### config.mk
export PLATFORM = sky130hd
export DESIGN_NAME = signed_subtractor
export DESIGN_NICKNAME = d
export VERILOG_FILES = /design/src/rtl/signed_subtractor.sv
export SDC_FILE = /design/constraint.sdc
export NUM_CORES = 1
export LEC_CHECK = 0
export BUFFER_PORTS_ARGS = -buffer_cell sky130_fd_sc_hd__buf_2
export CAP_MARGIN = 0
export CORE_ASPECT_RATIO = 0.8
export CORE_MARGIN = 3
export CORE_UTILIZATION = 35
export DETAILED_ROUTE_END_ITERATION = 16
export PLACE_DENSITY = 0.61
export SKIP_CTS_REPAIR_TIMING = 1
export SYNTH_ARGS = -nofsm -noshare
export SYNTH_HDL_FRONTEND = slang
export SYNTH_SLANG_ARGS = --single-unit
### constraint.sdc
create_clock -name clk -period 9.88 [get_ports clk]
set_clock_uncertainty 0.15 [all_clocks]
set_input_delay 0.988 -clock clk [delete_from_list [all_inputs] [get_ports clk]]
set_output_delay 0.988 -clock clk [all_outputs]
set_load 0.03 [all_outputs]
### src/rtl/signed_subtractor.sv
// Registered two's-complement subtractor (out = a + ~b + cin) with of/cf/zf/nf flags.
// Define SIGNED_SUB_INPUT_REG_EN to add an input register stage (2-cycle latency).
module signed_subtractor #(
  parameter int WIDTH = 32  // multiple of 4, at least 8
) (
  input  logic             clk,
  input  logic             rst_n,
  input  logic             valid_in,
  input  logic [WIDTH-1:0] a,
  input  logic [WIDTH-1:0] b,
  input  logic             cin,
  output logic             valid_out,
  output logic [WIDTH-1:0] out,
  output logic             of,
  output logic             cf,
  output logic             zf,
  output logic             nf
);

  localparam int NG = WIDTH / 4;

  logic [WIDTH-1:0] op_a;
  logic [WIDTH-1:0] op_b;
  logic             op_cin;
  logic             op_valid;

`ifdef SIGNED_SUB_INPUT_REG_EN
  logic [WIDTH-1:0] a_q;
  logic [WIDTH-1:0] b_q;
  logic             cin_q;
  logic             valid_in_q;

  always_ff @(posedge clk) begin
    if (!rst_n) begin
      a_q        <= '0;
      b_q        <= '0;
      cin_q      <= 1'b0;
      valid_in_q <= 1'b0;
    end else begin
      a_q        <= a;
      b_q        <= b;
      cin_q      <= cin;
      valid_in_q <= valid_in;
    end
  end

  assign op_a     = a_q;
  assign op_b     = b_q;
  assign op_cin   = cin_q;
  assign op_valid = valid_in_q;
`else
  assign op_a     = a;
  assign op_b     = b;
  assign op_cin   = cin;
  assign op_valid = valid_in;
`endif

  logic [WIDTH-1:0] p;
  logic [WIDTH-1:0] g;
  logic [WIDTH:0]   c;
  logic [WIDTH-1:0] sum;

  assign p = op_a ^ ~op_b;
  assign g = op_a & ~op_b;

  // Carries inside each 4-bit group are looked ahead from the group carry-in;
  // only the group carry ripples from one group to the next.
  always_comb begin
    logic [3:0] pv;
    logic [3:0] gv;
    logic       ci;
    logic       gg;
    logic       pp;
    // NOTE: every variable gets a default first so no path leaves it unassigned (no latch).
    pv   = '0;
    gv   = '0;
    ci   = 1'b0;
    gg   = 1'b0;
    pp   = 1'b0;
    c    = '0;
    c[0] = op_cin;
    for (int k = 0; k < NG; k++) begin
      pv = p[4*k +: 4];
      gv = g[4*k +: 4];
      ci = c[4*k];
      c[4*k+1] = gv[0] | (pv[0] & ci);
      c[4*k+2] = gv[1] | (pv[1] & gv[0]) | (pv[1] & pv[0] & ci);
      c[4*k+3] = gv[2] | (pv[2] & gv[1]) | (pv[2] & pv[1] & gv[0])
               | (pv[2] & pv[1] & pv[0] & ci);
      gg = gv[3] | (pv[3] & gv[2]) | (pv[3] & pv[2] & gv[1])
         | (pv[3] & pv[2] & pv[1] & gv[0]);
      pp = &pv;
      c[4*k+4] = gg | (pp & ci);
    end
  end

  assign sum = p ^ c[WIDTH-1:0];

  logic [WIDTH-1:0] out_q, out_d;
  logic             of_q, of_d;
  logic             cf_q, cf_d;
  logic             zf_q, zf_d;
  logic             nf_q, nf_d;
  logic             valid_q, valid_d;

  always_comb begin
    out_d   = out_q;
    of_d    = of_q;
    cf_d    = cf_q;
    zf_d    = zf_q;
    nf_d    = nf_q;
    valid_d = op_valid;
    if (op_valid) begin
      out_d = sum;
      of_d  = (op_a[WIDTH-1] == ~op_b[WIDTH-1]) && (sum[WIDTH-1] != op_a[WIDTH-1]);
      cf_d  = c[WIDTH];
      zf_d  = (sum == '0);
      nf_d  = sum[WIDTH-1];
    end
  end

  // NOTE: reset is sampled on the clock edge only, and state updates use <= so all
  // registers see pre-edge values.
  always_ff @(posedge clk) begin
    if (!rst_n) begin
      out_q   <= '0;
      of_q    <= 1'b0;
      cf_q    <= 1'b0;
      zf_q    <= 1'b0;
      nf_q    <= 1'b0;
      valid_q <= 1'b0;
    end else begin
      out_q   <= out_d;
      of_q    <= of_d;
      cf_q    <= cf_d;
      zf_q    <= zf_d;
      nf_q    <= nf_d;
      valid_q <= valid_d;
    end
  end

  assign out       = out_q;
  assign of        = of_q;
  assign cf        = cf_q;
  assign zf        = zf_q;
  assign nf        = nf_q;
  assign valid_out = valid_q;

endmodule

======== Yosys cells after proc, flatten, opt, wreduce, memory -nomap -nowiden ========
Index checks and enable logic that the tools add are counted.
word-level totals
  register bits after elaboration ......... 37
  input bits .............................. 68
  output and inout bits ................... 37
  logic and storage cells ................. 223
cells by class
  eq/ne operators ......................... 2
  bitwise gates (word level) .............. 205
  reductions and logical operators ........ 10
operator list
  cell                   count
  1-bit bitwise AND      120
  1-bit bitwise OR       80
  32-bit XOR             2
  32-bit bitwise AND     1
  32-bit zero test       1
  32-bit NOT             1
  4-bit AND reduction    8
  1-bit equality test    1
  1-bit logical AND      1
  1-bit inequality test  1
  1-bit NOT              1

======== Logic depth before layout (Yosys ltp) ========
Gate-level depths: netlist of run 1.
  depth in word-level cells ............... 24
  gate-level depth with buffers ........... 19
  mapped depth without buffers ............ 18

======== Least setup slack after synthesis of run 1 ========
OpenSTA, ideal clock, no wires.
  kind .................................... input -> register
  start ................................... input port b[7]
  end ..................................... register zf_q (netlist: zf)
  setup time .............................. 57 ps
  arrival ................................. 4335 ps
  required time ........................... 9673 ps
  setup slack ............................. 5337 ps
  stages on the path ...................... 17
  path buffers ............................ 0
  cell sequence ........................... inv_1 ha_1 nand3_2 nor4_4 nor2_1 a21oi_1 a21o_1 a21oi_1 fa_1 nand4_1 nor4_1 nand3_1 nor2_1 o2111ai_1 or4_4 a2111oi_2 a21o_1
between the ends
  word-level cells in the longest chain between the ends .. 21
  elaborated cells on any way between the ends .. 62
  those cells by class .................... bitwise (60); reduce/logical (2)
RTL lines
  what                                                          RTL line    source
  start: declaration                                            10          input logic [WIDTH-1:0] b,
  32-bit NOT (*)                                                63, 64
  32-bit XOR                                                    63          assign p = op_a ^ ~op_b;
  1-bit bitwise AND, on equally long branches                   90, 91
  1-bit bitwise OR, or another cell as far along                90          gg = gv[3] | (pv[3] & gv[2]) | (pv[3] & pv[2] & gv[1])
  1-bit bitwise OR / 1-bit bitwise AND (equally long branches)  90, 91
  1-bit bitwise OR                                              91          | (pv[3] & pv[2] & pv[1] & gv[0]);
  1-bit bitwise OR                                              93          c[4*k+4] = gg | (pp & ci);
  1-bit bitwise AND                                             93
  (+5 left out)                                                 --
  1-bit bitwise AND                                             93
  1-bit bitwise OR                                              93
  1-bit bitwise AND                                             93
  1-bit bitwise OR                                              93
  1-bit bitwise AND, on equally long branches                   86, 87, 89
  1-bit bitwise OR, on equally long branches                    86, 87, 89
  32-bit XOR (*)                                                97          assign sum = p ^ c[WIDTH-1:0];
  32-bit zero test (*)                                          117         zf_d = (sum == '0);
  end signal: assignment                                        136         zf_q <= zf_d;
  end: declaration                                              102         logic zf_q, zf_d;
Mark *: on every way between the ends. The rest lies on a longest branch, timed or not.
A chain may end at the register's enable or synchronous reset.

======== Worst setup path in the final report of run 1 ========
  start ................................... input port a[17]
  end ..................................... register zf_q (netlist: zf)
between the ends
  word-level cells in the longest chain between the ends .. 13
  elaborated cells on any way between the ends .. 47
  those cells by class .................... bitwise (45); reduce/logical (2)
RTL lines
  what                                                          RTL line    source
  start: declaration                                            9           input logic [WIDTH-1:0] a,
  32-bit bitwise AND / 32-bit XOR (equally long branches)       64, 63
  1-bit bitwise AND, on equally long branches                   90, 91
  1-bit bitwise OR / 1-bit bitwise AND (equally long branches)  90, 91
  1-bit bitwise OR                                              91
  1-bit bitwise OR                                              93
  1-bit bitwise AND                                             93
  1-bit bitwise OR                                              93
  1-bit bitwise AND                                             93
  1-bit bitwise OR                                              93
  1-bit bitwise AND, on equally long branches                   86, 87, 89
  1-bit bitwise OR, on equally long branches                    86, 87, 89
  32-bit XOR (*)                                                97
  32-bit zero test (*)                                          117
Marked as above.

==> key figures, run 1 <==
Status
  – Status: finished, final reports clean

Die
  – I/O Pins: 105
  – Core area: 0.00856 mm2
  – Die H: 90.1 um
  – Row cnt: 30
  – Die area: 0.0100 mm2
  – Initial Utilization: 0.361
  – Die W: 111 um

Power
  – Worst vdd ir: 66.5 uV
  – Power Total: 515 uW
  – Lkg Pwr: 2.02 nW
  – Power density over the cells: 135 mW/mm2

Global route
  – GR Overflow Total: 0
  – First-pass GRT wire length: 13200 um
  – GRT Max-Usage Layer: met2
  – Vias in the first global route: 2702
  – Global routing usage on met2: 0.254
  – GRT Overall Usage: 0.162
  – Largest net degree at the start of global routing: 49
  – Initial antenna violation count: 0
  – Met3 usage: 0.0363
  – M1 GR Usage: 0.231

Worst setup path
  – Critical Path Max Stage Delay: 0.53 ns
  – Top Family by Delay on Critical Path: simple AND/OR/NAND/NOR gates
  – Worst setup EP type: flip-flop
  – Worst setup SP type: input pin
  – Crit path max fanout: 5
  – FF-to-FF Start: zf
  – Critical Path RT: 9.97 ns
  – Critical Setup Path Class: input pin to flip-flop
  – Start point of the critical path: a[17]
  – Cell mode on critical path: nor2_1
  – Slowest CP cell: fa_1
  – Crit-path cells: buf_2 -> ha_1 -> and4_1 -> nor4b_2 -> o21ai_0 -> a21oi_1 -> o31ai_1 -> nand2_1 -> nor2_1 -> fa_1 -> nand4_1 -> nor4_1 -> nand3_1 -> nor2_1 -> o2111ai_1 -> or4_4 -> a2111oi_2 -> a21o_1
  – Worst Path Buf+Inv: 1
  – Worst Path Arrival: 5.06 ns

Logic synthesis
  – Post-Syn Instances: 357
  – Syn avg cell area: 8.66 um2
  – FF+latch count, synth: 36
  – Synth top area cells: dfxtp_1 (23%), ha_1 (13%), mux2i_1 (7.1%)
  – Post-Syn Area: 0.00309 mm2
  – Ys flop type: dfxtp_1
  – Post-synth EDFFs: 0
  – Netlist cell types: 56
  – Seq/Total Area, Yosys: 0.233
  – Share of the synthesized area in the top cell type: 0.233
  – Net Count, Synth: 465
  – Cell taking the most area after synthesis: dfxtp_1
  – Yosys warns: 0
  – Async set-reset flop share out of synthesis: 0

STA
  – RSZ-0062 raised after global routing: false
  – Final hold vios: 0
  – Slew HR: 0.286
  – Final min period: 4.97 ns
  – Final period util: 0.503
  – Setup tns final: 0 ns
  – Max-slew violation count: 0
  – Worst-margin pin slew: 1.07 ns
  – Fmax: 201 MHz
  – Endpoints failing setup: 0

Placed design
  – # port buffers: 104
  – Final HPWL DP: 6570 um
  – Placed Cells: 562
  – GPL Wtd Cong: 0.846

Routing
  – Final wirelength: 8010 um
  – Vias: 2809
  – DRC viols: 0
  – Drt initial violations: 189
  – Average vias per placed instance: 4.93
  – DRT Pass-1 Iters: 4
  – Post-DRT Antenna Nets: 0
  – Wirelength per Cell: 14.0 um

CTS
  – Clock transition at the registers of the reported paths: 0.08 ns
  – Clock root cell: clkbuf_8
  – TritonCTS Buffers: 5
  – CTS Sinks: 36
  – CTS HTree Levels: 2
  – CTS tree: done
  – Worst-Skew Late Latency: 0.29 ns
  – Max clock buf depth: 2

Finish
  – Area growth from synthesis to layout: 23.5%
  – Nets: 565
  – Final non-filler cell total: 570
  – Layout cell share with drive strength beyond 1: 0.282
  – Fillcell total: 864
  – Ant. Diodes: 0
  – Final core utilization: 0.446

Run
  – Total of max-cap violations: 0

Worst hold path
  – Hold Startpoint: out[0]
  – Hold Crit Class: flip-flop to flip-flop
-- final timing paths --
kind                                to  slack (ns)  cells after the start
worst min register to register  out[0]        0.34                      1
worst min-delay path            out[0]        0.34                      1
worst max register to register      zf        9.03                      3
worst max-delay path                zf        4.91                     18
-- flip-flops by register name, indices dropped and copies added, names as in the netlist --
signal / flops
cf: 1
zf: 1
of: 1
out: 32
valid_out: 1
-- cell families (layout without fill, tap and decap cells) --
kind of cell             count (synthesis)  in the layout  share of synthesized area
adder cells (fa/ha/maj)                 40             40                      0.181
flip-flops                              36             36                      0.233
XOR/XNOR                                24             24                     0.0680
buffers and inverters                   60            161                     0.0744
multiplexers                            23             23                     0.0748
AO/OA/AOI/OAI                           75             75                      0.179
AND/OR/NAND/NOR                         99             99                      0.189
-- per-stage QoR --
step	setup slack (ns)	hold slack (ns)	area, um2
after detailed placement	4.61	0.319	3710
after global routing	4.49	0.375	3820
after floorplan	5.34	0.454	3090
after global placement	4.65	0.308	3710
after CTS	4.90	0.339	3820
final	4.91	0.335	3820
-- routing by layer --
layer,share of wire,vias up
met1,0.49,1292
met5,0,-
met2,0.44,77
met4,0.0077,0
li1,-,1433
met3,0.066,7
-- report_power, final --
| part | switching, mW | internal (mW) |
|---|---|---|
| Clock | 0.0583 | 0.0748 |
| Sequential | 0.00847 | 0.161 |
| Combinational | 0.128 | 0.0851 |
-- area by class of cell --
type	count	area, um2	area share
timing repair buffer	104	520	0.136
clock inverter	3	42.5	0.0111
tap	112	140	0.0367
inverter	49	184	0.0482
sequential	36	721	0.189
clock buffer	5	68.8	0.0180
multi-input combinational	261	2140	0.561
-- synth_stat cells (all sizes together), types with 2 or more instances --
cell / instances
a211oi: 2
o21a: 2
and2: 2
nand3: 6
mux2i: 22
o31ai: 2
and3: 2
a21boi: 2
nand3b: 6
or2: 3
inv: 49
fa: 8
o211a: 9
nor4: 3
nand4: 4
o22ai: 4
a221oi: 2
or3: 2
nand2: 22
nor2b: 23
xor2: 9
dfxtp: 36
a21oi: 19
clkbuf: 7
nand2b: 4
a21o: 10
o311ai: 2
nor2: 10
xnor2: 15
a31oi: 3
ha: 32
o21ai: 14
nor3: 8
buf: 4
-- placed cells by master, fill, tap and decap left out, types with 3 or more instances in the layout --
master and n:
buf_2 104, a31oi_1 3, ha_1 32, nand2_1 21, nor3_1 6, nand3b_1 6
nand3_1 5, inv_1 49, or2_2 3, fa_1 8, nor2b_1 23, nor2_1 10
a21oi_1 19, nand2b_1 4, dfxtp_1 36, o22ai_1 4, nand4_1 4, xnor2_1 15
mux2i_1 22, a21o_1 8, o211a_1 9, o21ai_1 3, clkbuf_8 5, o21ai_0 10
xor2_1 9
No activity file was read; power rests on OpenSTA's default activity.
==> inputs of run 2 (changes only) <==
--- a/config.mk
+++ b/config.mk
@@ -5,13 +5,14 @@
 export SDC_FILE = /design/constraint.sdc
 export NUM_CORES = 1
 export LEC_CHECK = 0
+export ABC_AREA = 1
 export BUFFER_PORTS_ARGS = -buffer_cell sky130_fd_sc_hd__buf_2
 export CAP_MARGIN = 0
 export CORE_ASPECT_RATIO = 0.8
 export CORE_MARGIN = 3
 export CORE_UTILIZATION = 35
 export DETAILED_ROUTE_END_ITERATION = 16
-export PLACE_DENSITY = 0.61
+export PLACE_DENSITY = 0.64
 export SKIP_CTS_REPAIR_TIMING = 1
 export SYNTH_ARGS = -nofsm -noshare
 export SYNTH_HDL_FRONTEND = slang
==> constraint.sdc (replaced) <==
create_clock -name clk -period 4.4 [get_ports clk]
set_clock_uncertainty 0.15 [all_clocks]
set_input_delay 0.44 -clock clk [delete_from_list [all_inputs] [get_ports clk]]
set_output_delay 0.44 -clock clk [all_outputs]
set_load 0.03 [all_outputs]
==> run 2 against run 1 <==
Register-to-register slack worse by 5.5 ns. Die area is 3.0% lower. Global-route usage hardly changed. Synthesized area is 3.2% lower. Combinational power is 110% higher. Sequential cell count stayed put. Critical endpoint unchanged. Highest routed layer unchanged.
==> key figures, run 2 <==
Worst setup path
  – FF-to-FF Start: out[7]
  – Worst setup SP type: input pin
  – Critical Path RT: 4.47 ns
  – R2r endpoint: out[7]
  – Worst setup EP type: flip-flop
  – Critical Setup Path Class: input pin to flip-flop
  – Cell mode on critical path: nand2_2
  – Critical Path Max Stage Delay: 0.54 ns
  – Worst Reg-to-Reg Cells: 4
  – Slowest CP cell: fa_1
  – Worst Path Arrival: 4.12 ns
  – Register-to-Register Setup Slack: 3.56 ns
  – Crit path max fanout: 4

Placed design
  – Placed cell area: 0.00361 mm2
  – # port buffers: 104
  – GPL Wtd Cong: 0.870
  – Final HPWL DP: 6390 um
  – Place WS: 0.0545 ns

Power
  – Sw frac: 0.399
  – Lkg Pwr: 2.33 nW
  – Part of the power in the clock network: 0.218
  – Power density over the cells: 272 mW/mm2
  – Worst vdd ir: 114 uV
  – Sequential share of power: 0.352
  – Switching power: 421 uW
  – Gate power share: 0.430
  – Power Internal: 634 uW

Run
  – Total of max-cap violations: 0

Routing
  – Post-DRT Antenna Nets: 0
  – Vias: 3069
  – DRC viols: 0
  – DRT Pass-1 Iters: 4
  – Drt initial violations: 101
  – Average vias per placed instance: 4.57
  – Final wirelength: 8090 um
  – Wirelength per Cell: 12.1 um

Worst hold path
  – Hold Crit Depth: 2
  – Worst Hold End: zf
  – Hold Crit Class: flip-flop to flip-flop
  – Hold Startpoint: zf

Logic synthesis
  – Post-Syn Instances: 455
  – Cell taking the most area after synthesis: dfxtp_1
  – Share of the synthesized area in the top cell type: 0.241
  – Ys flop type: dfxtp_1
  – Post-synth EDFFs: 0
  – Async set-reset flop share out of synthesis: 0
  – Yosys warns: 0
  – Post-Syn Area: 0.00299 mm2
  – FF+latch count, synth: 36
  – Synth top area cells: dfxtp_1 (24%), ha_1 (13%), inv_1 (13%)
  – Count leader, synth: inv_1
  – Syn avg cell area: 6.58 um2
  – Post-synth top cells: inv_1 (106), nand2_1 (101), nor2_1 (43)
  – Netlist cell types: 28
  – Net Count, Synth: 563
  – Seq/Total Area, Yosys: 0.241

STA
  – Max-slew violation count: 0
  – Worst-margin pin slew: 0.621 ns
  – Final min period: 4.04 ns
  – Final setup margin: 0.356 ns
  – Final hold vios: 0
  – Final period util: 0.919
  – Endpoints failing setup: 0
  – Slew HR: 0.586
  – Fmax: 247 MHz

CTS
  – Clock root cell: clkbuf_8
  – CTS HTree Levels: 2
  – Worst-Skew Late Latency: 0.28 ns
  – CTS tree: done
  – CTS Sinks: 36
  – Clock transition at the registers of the reported paths: 0.07 ns
  – Max clock buf depth: 2
  – TritonCTS Buffers: 5

Die
  – Die area: 0.00970 mm2
  – Die H: 88.7 um
  – Core area: 0.00813 mm2
  – Die W: 109 um
  – Row cnt: 29
  – I/O Pins: 105
  – Initial Utilization: 0.368

Global route
  – First-pass GRT wire length: 12700 um
  – Largest net degree at the start of global routing: 63
  – GRT Overall Usage: 0.162
  – Vias in the first global route: 2865
  – Initial antenna violation count: 0
  – GR Overflow Total: 0

Finish
  – Max FFs per register: 32
  – Ant. Diodes: 0
  – Commonest cells after routing, fill and taps aside: inv_1 (100), buf_2 (100), nand2_1 (98)
  – Area growth from synthesis to layout: 29.4%
  – Nets: 671
  – Final Cell Area: 0.00387 mm2
  – Layout cell share with drive strength beyond 1: 0.291

Status
  – Status: finished, final reports clean
run 2: layout make-up:
type	instances	area (um2)
fill	848	4250
multi-input combinational	300	1920
sequential	36	721
timing repair buffer	112	609
inverter	108	408
tap	108	135
clock buffer	6	72.6
clock inverter	1	5.00
run 2: logic make-up after synthesis:
family / after synthesis / share of synthesized area
xor+xnor: 7 / 0.0205
simple gates: 192 / 0.280
flops: 36 / 0.241
compound gates: 61 / 0.120
buf+inv: 119 / 0.151
fa+ha+maj: 40 / 0.187
run 2: worst max-delay path, delay by kind of cell:
| family | cells | cell delay, ns |
|---|---|---|
| buffers and inverters | 4 | 0.23 |
| AO/OA/AOI/OAI | 1 | 0.12 |
| adder cells (fa/ha/maj) | 2 | 0.83 |
| AND/OR/NAND/NOR | 31 | 2.49 |
run 2: power by group through the flow:
stage / logic (mW) / clock network, mW / registers [mW]
2_1_floorplan: 0.235 / 0 / 0.437
3_3_place_gp: 0.416 / 0 / 0.379
3_5_place_dp: 0.422 / 0 / 0.379
4_1_cts: 0.425 / 0.237 / 0.372
5_1_grt: 0.508 / 0.252 / 0.375
6_report: 0.453 / 0.230 / 0.371
run 2: through the flow:
step / setup TNS (ns) / total power, mW / util / instances / hold slack [ns]
2_1_floorplan: 0 / 0.673 / - / 455 / 0.442
3_3_place_gp: 0 / 0.794 / 0.444 / 657 / 0.304
3_5_place_dp: 0 / 0.801 / 0.444 / 657 / 0.308
4_1_cts: 0 / 1.03 / 0.454 / 664 / 0.330
5_1_grt: -0.0103 / 1.13 / 0.477 / 671 / 0.351
6_report: 0 / 1.05 / 0.477 / 671 / 0.325
run 2: per-layer routing:
metal	vias up	track usage	part of all wire
met1	1369	0.214	0.48
met2	79	0.274	0.45
met3	7	0.0372	0.058
li1	1614	-	-
met4	0	0.0260	0.0070
met5	-	0	0
run 2: worst max path at each step:
stage / to / slack (ns) / start
2_1_floorplan: zf / 0.64 / b[7]
3_3_place_gp: zf / 0.18 / b[2]
3_5_place_dp: zf / 0.05 / b[2]
4_1_cts: zf / 0.34 / b[1]
5_1_grt: zf / -0.01 / b[0]
6_report: zf / 0.36 / b[7]
==> inputs of run 3 (changes only) <==
--- a/config.mk
+++ b/config.mk
@@ -13,6 +13,7 @@
 export CORE_UTILIZATION = 35
 export DETAILED_ROUTE_END_ITERATION = 16
 export PLACE_DENSITY = 0.64
+export RECOVER_POWER = 50
 export SKIP_CTS_REPAIR_TIMING = 1
 export SYNTH_ARGS = -nofsm -noshare
 export SYNTH_HDL_FRONTEND = slang
==> run 3 against run 2 <==
Core utilization is 0.52 points lower. Via count is 0.36% higher. Fmax hardly changed. First-iteration DRC count is 7.9% higher. Setup slack worse by 0.0033 ns. Global-route usage stayed put. Register-to-register slack hardly changed. Sequential cell count stayed put. Highest routed layer unchanged. Total power is 0.82% lower.
==> key figures, run 3 (synthesis gave the netlist of run 2 again) <==
Worst setup path
  – Worst setup SP type: input pin
  – Worst setup EP type: flip-flop
  – Worst Path Arrival: 4.12 ns
  – Cell mode on critical path: nand2_2
  – Critical Setup Path Class: input pin to flip-flop
  – R2r endpoint: out[7]
  – Worst Path Buf+Inv: 4
  – Start point of the critical path: b[7]
  – Critical Path RT: 4.47 ns
  – Crit path max fanout: 4
  – Critical Path Max Stage Delay: 0.54 ns
  – FF-to-FF Start: out[7]
  – Critical Path Stages: 38
  – Register-to-Register Setup Slack: 3.56 ns
  – Worst Reg-to-Reg Cells: 4
  – Top Family by Delay on Critical Path: simple AND/OR/NAND/NOR gates
  – Slowest CP cell: fa_1

Finish
  – Final Cell Area: 0.00383 mm2
  – Max FFs per register: 32
  – Ant. Diodes: 0
  – Most common cell after layout, fill and taps aside: inv_1
  – Layout cell share with drive strength beyond 1: 0.231
  – Commonest cells after routing, fill and taps aside: inv_1 (100), nand2_1 (98), buf_2 (66)
  – Area growth from synthesis to layout: 28.0%
  – Nets: 671
  – Final core utilization: 0.471

Status
  – Status: finished, final reports clean

Global route
  – Initial antenna violation count: 0
  – GR Overflow Total: 0
  – First-pass GRT wire length: 12700 um
  – GRT Overall Usage: 0.162
  – Largest net degree at the start of global routing: 63
  – Vias in the first global route: 2865

Placed design
  – Placed cell area: 0.00361 mm2
  – # port buffers: 104
  – Final HPWL DP: 6390 um
  – Place WS: 0.0545 ns
  – GPL Wtd Cong: 0.870

Power
  – Power density over the cells: 273 mW/mm2
  – Sw frac: 0.402
  – Part of the power in the clock network: 0.219
  – Worst vdd ir: 114 uV
  – Power Internal: 626 uW
  – Lkg Pwr: 2.20 nW
  – Sequential share of power: 0.356
  – Gate power share: 0.425
  – Switching power: 420 uW

STA
  – Fmax: 247 MHz
  – Endpoints failing setup: 0
  – Worst-margin pin slew: 0.623 ns
  – Max-slew violation count: 0
  – Slew HR: 0.585
  – Final period util: 0.920
  – Final min period: 4.05 ns
  – Final setup margin: 0.353 ns
  – Final hold vios: 0

Worst hold path
  – Hold Crit Depth: 2
  – Hold Crit Class: flip-flop to flip-flop
  – Hold Startpoint: zf
  – Worst Hold End: zf

Die
  – Die W: 109 um
  – Die area: 0.00970 mm2
  – Row cnt: 29
  – Initial Utilization: 0.368
  – Core area: 0.00813 mm2
  – Die H: 88.7 um
  – I/O Pins: 105

CTS
  – CTS Sinks: 36
  – CTS HTree Levels: 2
  – CTS tree: done
  – Max clock buf depth: 2
  – TritonCTS Buffers: 5
  – Clock root cell: clkbuf_8
  – Worst-Skew Late Latency: 0.28 ns
  – Clock transition at the registers of the reported paths: 0.07 ns

Routing
  – Post-DRT Antenna Nets: 0
  – DRC viols: 0
  – Average vias per placed instance: 4.59
  – Drt initial violations: 109
  – Final wirelength: 8090 um
  – DRT Pass-1 Iters: 4
  – Wirelength per Cell: 12.1 um
  – Vias: 3080

Run
  – Total of max-cap violations: 0
[run 3: stage by stage]
| stage | power [mW] | std cells | setup TNS [ns] | hold slack, ns |
|---|---|---|---|---|
| floorplan | 0.673 | 455 | 0 | 0.442 |
| detailed placement | 0.801 | 657 | 0 | 0.308 |
| global route | 1.13 | 671 | -0.0103 | 0.354 |
| CTS | 1.03 | 664 | 0 | 0.330 |
| finish | 1.05 | 671 | 0 | 0.328 |
| global placement | 0.794 | 657 | 0 | 0.304 |
[run 3: cell type report]
| type | instances | area, um2 |
|---|---|---|
| well taps | 108 | 135 |
| inverters | 108 | 408 |
| flip-flops and latches | 36 | 721 |
| multi-input cells | 300 | 1920 |
| clock buffers | 6 | 72.6 |
| fillers | 872 | 4300 |
| repair buffers | 112 | 567 |
| clock inverters | 1 | 5.00 |
[run 3: power groups by stage]
stage	logic (mW)	clock network [mW]	registers [mW]
2_1_floorplan	0.235	0	0.437
3_3_place_gp	0.416	0	0.379
3_5_place_dp	0.422	0	0.379
4_1_cts	0.425	0.237	0.372
5_1_grt	0.500	0.252	0.376
6_report	0.445	0.229	0.372
[run 3: worst max path at each step]
| stage | end | slack (ns) |
|---|---|---|
| floorplan | zf | 0.64 |
| global placement | zf | 0.18 |
| detailed placement | zf | 0.05 |
| CTS | zf | 0.34 |
| global route | zf | -0.01 |
| finish | zf | 0.35 |
[run 3: layer usage]
layer	wire length, um	part of all wire	GRT usage
met1	3880	0.48	0.214
met2	3660	0.45	0.274
met3	469	0.058	0.0372
met4	75	0.0093	0.0260
met5	0	0	0
[run 3: worst register-to-register path, stage by stage, from the launching register on]
cell,delay (ns)
dfxtp_1,0.35
nor2_1,0.05
nor2_1,0.10
o21ai_0,0.09
inv_1,0.06
